<file path="config.mk">
export PLATFORM = sky130hd
export DESIGN_NAME = imem_loader_flat
export DESIGN_NICKNAME = d
export VERILOG_FILES = /design/src/rtl/imem_loader_pkg.sv /design/src/rtl/imem_loader_if.sv /design/src/rtl/imem_loader_packer.sv /design/src/rtl/imem_loader.sv /design/src/flat_wrapper.sv
export SDC_FILE = /design/constraint.sdc
export NUM_CORES = 1
export LEC_CHECK = 0
export BUFFER_PORTS_ARGS = -buffer_cell sky130_fd_sc_hd__buf_2
export CORE_AREA = 2 2 169 122
export CTS_BUF_LIST = sky130_fd_sc_hd__clkbuf_2
export DETAILED_ROUTE_END_ITERATION = 16
export DIE_AREA = 0 0 171 124
export PLACE_DENSITY = 0.49
export SLEW_MARGIN = 30
export SYNTH_ARGS = -nofsm -noshare
export SYNTH_HDL_FRONTEND = slang
export SYNTH_SLANG_ARGS = --single-unit
</file>
<file path="constraint.sdc">
create_clock -name clk -period 5.39 [get_ports clk]
set_input_delay 0 -clock clk [delete_from_list [all_inputs] [get_ports clk]]
set_output_delay 0 -clock clk [all_outputs]
set_load 0.02 [all_outputs]
</file>
<file path="src/rtl/imem_loader_pkg.sv">
// Shared types and constants for the boot-time instruction-memory loader.
// The FSM enum, frame geometry and checksum helper live here.
package riscv_loader_pkg;

    typedef enum logic [2:0] {
        CNT_LO = 3'd0,
        CNT_HI = 3'd1,
        DATA   = 3'd2,
        CSUM   = 3'd3,
        DONE   = 3'd4,
        ERR    = 3'd5
    } loader_state_e;

    localparam int LOADER_CNT_BYTES  = 2;
    localparam int LOADER_WORD_BYTES = 4;

    function automatic logic [7:0] csum_next(input logic [7:0] acc, input logic [7:0] b);
        return acc ^ b;
    endfunction

endpackage

</file>
<file path="src/rtl/imem_loader_if.sv">
// Byte-stream input plus instruction-memory write port of the loader.
// The loader is the slave; the stream source / memory side is the master.
interface imem_loader_if #(parameter int ADDR_W = 10);
    logic [7:0]        in_data;
    logic              in_valid;
    logic              in_ready;
    logic              imem_we;
    logic [ADDR_W-1:0] imem_addr;
    logic [31:0]       imem_wdata;

    modport master (output in_data, output in_valid, input in_ready,
                    input imem_we, input imem_addr, input imem_wdata);
    modport slave  (input in_data, input in_valid, output in_ready,
                    output imem_we, output imem_addr, output imem_wdata);
endinterface

</file>
<file path="src/rtl/imem_loader_packer.sv">
// Packs accepted bytes LSB-first into 32-bit words; flags the lane-3 byte.
// The assembled word is presented combinationally so the parent can register it.
module byte_word_packer
    import riscv_loader_pkg::*;
(
    input  logic        clk,
    input  logic        rst,
    input  logic [7:0]  in_byte,
    input  logic        accept,
    input  logic        clear,
    output logic [31:0] word,
    output logic        word_valid
);

    localparam logic [1:0] LAST_LANE = 2'(LOADER_WORD_BYTES - 1);

    logic [1:0]  lane_q, lane_d;
    logic [31:0] sr_q, sr_d;

    // Lane counter and shift register next-state
    always_comb begin
        lane_d     = lane_q;
        sr_d       = sr_q;
        word_valid = 1'b0;
        word       = {in_byte, sr_q[31:8]};
        if (clear) begin
            lane_d = 2'd0;
            sr_d   = 32'd0;
        end else if (accept) begin
            sr_d = word;
            if (lane_q == LAST_LANE) begin
                lane_d     = 2'd0;
                word_valid = 1'b1;
            end else begin
                lane_d = lane_q + 2'd1;
            end
        end else begin
            lane_d = lane_q;
        end
    end

    // Packer state registers
    always_ff @(posedge clk or negedge rst) begin
        if (!rst) begin
            lane_q <= 2'd0;
            sr_q   <= 32'd0;
        end else begin
            lane_q <= lane_d;
            sr_q   <= sr_d;
        end
    end

endmodule

</file>
<file path="src/rtl/imem_loader.sv">
// Framed byte-stream loader: count, little-endian words, XOR checksum.
// Writes each word to imem and holds the CPU in reset until a good frame lands.
module imem_loader
    import riscv_loader_pkg::*;
#(
    parameter int ADDR_W = 10,
    parameter int DEPTH  = 1024
)(
    input  logic          clk,
    input  logic          rst,
    input  logic          reload,
    imem_loader_if.slave  bus,
    output logic          cpu_rst_hold,
    output logic          done,
    output logic          err
);

    loader_state_e     state_q, state_d;
    logic [15:0]       cnt_q, cnt_d;
    logic [15:0]       widx_q, widx_d;
    logic [7:0]        xor_q, xor_d;
    logic              we_q, we_d;
    logic [ADDR_W-1:0] addr_q, addr_d;
    logic [31:0]       wdata_q, wdata_d;
    logic              done_q, done_d;
    logic              err_q, err_d;
    logic              hold_q, hold_d;
    logic              rdy_en_q;

    logic              accepting_s;
    logic              in_ready_s;
    logic              accept_s;
    logic [15:0]       cnt_full_s;
    logic [31:0]       pk_word_s;
    logic              pk_valid_s;

    // rdy_en_q keeps in_ready low while rst is asserted, even though state is CNT_LO
    assign accepting_s = (state_q == CNT_LO) || (state_q == CNT_HI) ||
                         (state_q == DATA)   || (state_q == CSUM);
    assign in_ready_s  = rdy_en_q && accepting_s && !reload;
    assign accept_s    = bus.in_valid && in_ready_s;
    assign cnt_full_s  = {bus.in_data, cnt_q[7:0]};

    byte_word_packer u_packer (
        .clk        (clk),
        .rst        (rst),
        .in_byte    (bus.in_data),
        .accept     (accept_s && (state_q == DATA)),
        .clear      (reload),
        .word       (pk_word_s),
        .word_valid (pk_valid_s)
    );

    // Frame FSM next-state and output register inputs
    always_comb begin
        state_d = state_q;
        cnt_d   = cnt_q;
        widx_d  = widx_q;
        xor_d   = xor_q;
        we_d    = 1'b0;
        addr_d  = addr_q;
        wdata_d = wdata_q;
        done_d  = done_q;
        err_d   = err_q;
        hold_d  = hold_q;
        if (reload) begin
            state_d = CNT_LO;
            widx_d  = 16'd0;
            xor_d   = 8'd0;
            done_d  = 1'b0;
            err_d   = 1'b0;
            hold_d  = 1'b1;
        end else if (accept_s) begin
            case (state_q)
                CNT_LO: begin
                    cnt_d   = {8'd0, bus.in_data};
                    xor_d   = csum_next(xor_q, bus.in_data);
                    state_d = CNT_HI;
                end
                CNT_HI: begin
                    cnt_d = cnt_full_s;
                    xor_d = csum_next(xor_q, bus.in_data);
                    if (cnt_full_s > 16'(DEPTH)) begin
                        state_d = ERR;
                        err_d   = 1'b1;
                        hold_d  = 1'b1;
                    end else if (cnt_full_s == 16'd0) begin
                        state_d = CSUM;
                    end else begin
                        state_d = DATA;
                    end
                end
                DATA: begin
                    xor_d = csum_next(xor_q, bus.in_data);
                    if (pk_valid_s) begin
                        we_d    = 1'b1;
                        addr_d  = widx_q[ADDR_W-1:0];
                        wdata_d = pk_word_s;
                        widx_d  = widx_q + 16'd1;
                        if ((widx_q + 16'd1) == cnt_q) begin
                            state_d = CSUM;
                        end else begin
                            state_d = DATA;
                        end
                    end else begin
                        state_d = DATA;
                    end
                end
                CSUM: begin
                    if (bus.in_data == xor_q) begin
                        state_d = DONE;
                        done_d  = 1'b1;
                        hold_d  = 1'b0;
                    end else begin
                        state_d = ERR;
                        err_d   = 1'b1;
                        hold_d  = 1'b1;
                    end
                end
                default: begin
                    state_d = state_q;
                end
            endcase
        end else begin
            state_d = state_q;
        end
    end

    // State and output registers
    always_ff @(posedge clk or negedge rst) begin
        if (!rst) begin
            state_q  <= CNT_LO;
            cnt_q    <= 16'd0;
            widx_q   <= 16'd0;
            xor_q    <= 8'd0;
            we_q     <= 1'b0;
            addr_q   <= '0;
            wdata_q  <= 32'd0;
            done_q   <= 1'b0;
            err_q    <= 1'b0;
            hold_q   <= 1'b1;
            rdy_en_q <= 1'b0;
        end else begin
            state_q  <= state_d;
            cnt_q    <= cnt_d;
            widx_q   <= widx_d;
            xor_q    <= xor_d;
            we_q     <= we_d;
            addr_q   <= addr_d;
            wdata_q  <= wdata_d;
            done_q   <= done_d;
            err_q    <= err_d;
            hold_q   <= hold_d;
            rdy_en_q <= 1'b1;
        end
    end

    assign bus.in_ready   = in_ready_s;
    assign bus.imem_we    = we_q;
    assign bus.imem_addr  = addr_q;
    assign bus.imem_wdata = wdata_q;
    assign cpu_rst_hold   = hold_q;
    assign done           = done_q;
    assign err            = err_q;

endmodule

</file>
<file path="src/flat_wrapper.sv">
// flat-port wrapper written by rule: the top's interface ports become plain ports
module imem_loader_flat import riscv_loader_pkg::*;
#(
    parameter int ADDR_W = 10,
    parameter int DEPTH  = 1024
)
  (clk, rst, reload, cpu_rst_hold, done, err, bus_in_data, bus_in_valid, bus_in_ready, bus_imem_we, bus_imem_addr, bus_imem_wdata);
  imem_loader_if #(.ADDR_W(ADDR_W)) bus_i ();
  input  logic clk;
  input  logic rst;
  input  logic reload;
  output logic cpu_rst_hold;
  output logic done;
  output logic err;
  input wire logic [$bits(bus_i.in_data)-1:0] bus_in_data;
  input wire logic [$bits(bus_i.in_valid)-1:0] bus_in_valid;
  output wire logic [$bits(bus_i.in_ready)-1:0] bus_in_ready;
  output wire logic [$bits(bus_i.imem_we)-1:0] bus_imem_we;
  output wire logic [$bits(bus_i.imem_addr)-1:0] bus_imem_addr;
  output wire logic [$bits(bus_i.imem_wdata)-1:0] bus_imem_wdata;
  assign bus_i.in_data = bus_in_data;
  assign bus_i.in_valid = bus_in_valid;
  assign bus_in_ready = bus_i.in_ready;
  assign bus_imem_we = bus_i.imem_we;
  assign bus_imem_addr = bus_i.imem_addr;
  assign bus_imem_wdata = bus_i.imem_wdata;
  imem_loader #(.ADDR_W(ADDR_W), .DEPTH(DEPTH)) u_core (.clk(clk), .rst(rst), .reload(reload), .bus(bus_i), .cpu_rst_hold(cpu_rst_hold), .done(done), .err(err));
endmodule
</file>
==> summary.md <==
| Metric | Value |
|---|---|
| Tot GR Track Use | 13.4% |
| RSZ-0062 raised after global routing | no |
| Post-CTS setup buffers | 0 |
| H-tree level count | 4 |
| Avg Inst Size Synth | 11.0 um^2 |
| Via/cell ratio | 4.57 |
| Design Area, Final | 6350 um^2 |
| Crit path required time | 6000 ps |
| PwrDens | 269 nW/um^2 |
| Kind of end point of the critical path | flop |
| Top Ports | 59 |
| R2R Setup Slk | 3110 ps |
| Die width | 171 um |
| Starting DRT DRC Count | 247 |
| PortBufs | 58 |
| Vias in the first global route | 3781 |
| Setup TNS | 0 ps |
| Number of setup violations in the final report | 0 |
| CP Launch Type | flop |
| First-pass GRT wire length | 21.4 mm |
| Placer Congestion | 0.847 |
| Setup Skew | 34.6 ps |
| Slowest stage cell, crit path | buf_4 |
| Max frequency | 0.438 GHz |
| Vias | 3851 |
| Mean routed wirelength per cell | 16.1 um |
| ANT cells | 0 |
| DRC errors left | 0 |
| Bufs on Longest Clock Path | 2 |
| Worst path cell trace | nand3b_1, nor3_2, buf_4, a21boi_0, nand4_1, o31ai_1 |
| Remaining Overflow, GRT | 0 |
| Share of cells above drive strength 1 | 28.3% |
| Post-synthesis sequential area ratio | 53.8% |
| Worst-path clk slew | 190 ps |
| Rel. slew slack | 51.1% |
| Syn Nets | 503 |
| Clk root buf | clkbuf_2 |
| Max Cap Violations | 0 |
| Worst path max stage delay | 560 ps |
| Post-layout minimum cycle time | 2280 ps |
| Worst-margin pin slew | 734 ps |
| Final Max Tran Viols | 0 |
| Die Y | 124 um |
| Critical path peak fanout | 47 |
| Final WL | 13.5 mm |
| DRT Pass-1 Iters | 5 |
| Fin nets | 573 |
| Pre-CTS WS | 3110 ps |
| Cell Area, Synth | 5390 um^2 |
| Initial antenna violation count | 0 |
| TritonCTS clock tree | built |
| # fillers | 2039 |
| Crit path arrival time | 2890 ps |
| Detailed Place HPWL | 9.11 mm |
| Worst IR Drop VDD | 0.0000975 V |
| Synth Warn # | 0 |
| CTS sink cnt | 116 |
| Clk_lat worst skew | 690 ps |
| Syn Inst Count | 489 |
| Resized Gates After CTS | 0 |
| Initial core utilization | 27.7% |
| Area post-placement | 5940 um^2 |
| Final hold vios | 0 |
| Fin crit share | 42.4% |
| Outcome | finished clean |
| Core area | 19500 um^2 |
| Tightest Hold Check Type | in2reg |
| Number of core rows | 43 |
| Die ar. | 21200 um^2 |
| Synth cell types | 49 |
| Cts bufs inserted | 17 |
| Largest net degree at the start of global routing | 66 |
| Yosys reg bits | 116 |
| P_leak | 2.92 nW |
| Final WS setup | 3110 ps |
| Overall Power | 1.71 mW |
| Worst Setup Path Type | reg2reg |
| Antenna Violating Nets Remaining | 0 |
| Area growth syn-to-layout | 17.7% |
flip-flops by register name, indices dropped and copies added, names as in the netlist:
| name | count |
|---|---|
| u_core.bus.imem_addr | 10 |
| u_core.bus.imem_we | 1 |
| u_core.cnt_q | 16 |
| u_core.widx_q | 16 |
| u_core.done | 1 |
| u_core.cpu_rst_hold | 1 |
| u_core.xor_q | 8 |
| u_core.state_q | 3 |
| u_core.bus.imem_wdata | 32 |
| u_core.u_packer.lane_q | 2 |
| u_core.u_packer.sr_q | 24 |
| u_core.err | 1 |
| u_core.rdy_en_q | 1 |
power breakdown:
part | total, mW | internal, mW | switching [mW]
logic | 0.186 | 0.0898 | 0.0958
registers | 0.961 | 0.907 | 0.0539
clock network | 0.561 | 0.209 | 0.352
total | 1.71 | 1.21 | 0.501
timing repair:
| item | 4_1_cts | 5_1_grt |
|---|---|---|
| hold buffers | 13 | 0 |
| endpoints found under the setup margin | 0 | 0 |
| hold endpoints to repair | 116 | 0 |
kinds of logic after synthesis:
group,count (synthesis),share of synthesized area [%]
xor+xnor,42,6.96
flops,116,53.8
other cells,1,0.0695
simple gates,180,17.3
buf+inv,31,2.60
mux,53,11.0
compound gates,64,7.72
fa+ha+maj,2,0.464
stage by stage:
step,instances,utilization [%],hold WS [ps]
finish,842,32.6,198
global route,842,32.6,145
CTS,841,32.4,153
detailed placement,796,30.5,94.2
global placement,796,30.5,80.2
floorplan,489,-,-296
critical path, delay by kind of cell, from the launching register on:
family                 cells  cell delay (ps)
AOI/OAI and AO/OA          2              460
and+or+nand+nor            3              760
buffers and inverters      1              560
DFF                        1              440
cells in the final DEF, fill, tap and decap left out, types with 3 or more instances in the layout:
master,Yosys,final
a21oi_1,10,10
nor2_1,34,34
o22ai_1,3,3
nor2b_1,9,9
clkbuf_2,0,18
a22o_1,9,9
nand4_1,9,9
inv_1,6,6
dfrtp_1,115,115
clkinvlp_4,0,5
clkinv_2,0,4
xnor2_1,20,20
buf_4,1,5
buf_2,10,57
nor3_1,10,8
dlygate4sd3_1,0,12
o2111ai_1,5,5
o21ai_0,27,27
xor2_1,21,21
nand2b_1,30,30
nand3_1,10,10
nor4_1,4,4
nand2_1,53,53
or2_2,3,3
mux2_2,51,51
path summary, 6_finish.rpt:
path / startpoint / to / cells past startpoint
setup / recovery: u_core.state_q[2]$_DFFE_PN0P_ / u_core.state_q[0]$_DFFE_PN0P_ / 6
hold / removal: bus_in_data[5] / u_core.u_packer.sr_q[29]$_DFFE_PN0P_ / 4
setup reg to reg: u_core.state_q[2]$_DFFE_PN0P_ / u_core.state_q[0]$_DFFE_PN0P_ / 6
hold reg to reg: u_core.u_packer.sr_q[9]$_DFFE_PN0P_ / u_core.bus.imem_wdata[1]$_DFFE_PN0P_ / 1
max in group asynchronous: rst / u_core.u_packer.sr_q[27]$_DFFE_PN0P_ / 5
min in group asynchronous: rst / u_core.cpu_rst_hold$_DFFE_PN1P_ / 3
Yosys cell counts (all sizes together):
| cell type | n | share of area (%) |
|---|---|---|
| o21ai | 27 | 2.5 |
| buf | 13 | 1.3 |
| or4bb | 1 | 0.21 |
| dfrtp | 115 | 53 |
| nand4 | 9 | 1.0 |
| nor4 | 5 | 0.86 |
| and4 | 1 | 0.21 |
| inv | 6 | 0.42 |
| nand3b | 2 | 0.28 |
| nand3 | 10 | 0.93 |
| nor3b | 2 | 0.28 |
| conb | 1 | 0.070 |
| a21oi | 10 | 0.93 |
| mux2 | 51 | 11 |
| xor2 | 21 | 3.4 |
| or2 | 3 | 0.35 |
| o31ai | 2 | 0.28 |
| a41o | 1 | 0.19 |
| a211oi | 2 | 0.28 |
| a2111o | 2 | 0.42 |
| and2b | 2 | 0.32 |
| dfstp | 1 | 0.49 |
| nor2b | 9 | 1.0 |
| mux2i | 2 | 0.37 |
| a22o | 9 | 1.5 |
| o22ai | 3 | 0.35 |
| nor2 | 36 | 2.7 |
| nand2 | 54 | 3.9 |
| a22oi | 1 | 0.14 |
| or3 | 2 | 0.23 |
| ha | 2 | 0.46 |
| xnor2 | 21 | 3.5 |
| nand2b | 30 | 3.5 |
| or4 | 2 | 0.35 |
| and2 | 2 | 0.23 |
| o2111ai | 5 | 0.81 |
| clkbuf | 12 | 0.84 |
| a21boi | 1 | 0.14 |
| nor3 | 10 | 0.93 |
| o211ai | 1 | 0.23 |
metal layers:
metal	GRT usage [%]	part of all wire (%)	vias up
met3	3.46	4.3	12
met5	0	0	-
met2	18.3	40	82
met1	20.7	55	1932
li1	-	-	1825
met4	3.18	0.64	0
final cells by class:
type	count	area [um^2]	share of cell area, %
multi-input cells	342	2360	37.2
inverters	6	22.5	0.355
repair buffers	76	498	7.84
flip-flops and latches	116	2900	45.7
clock inverters	14	139	2.19
clock buffers	18	90.1	1.42
well taps	270	338	5.32
Note: power is estimated with default switching activity, not from simulation.
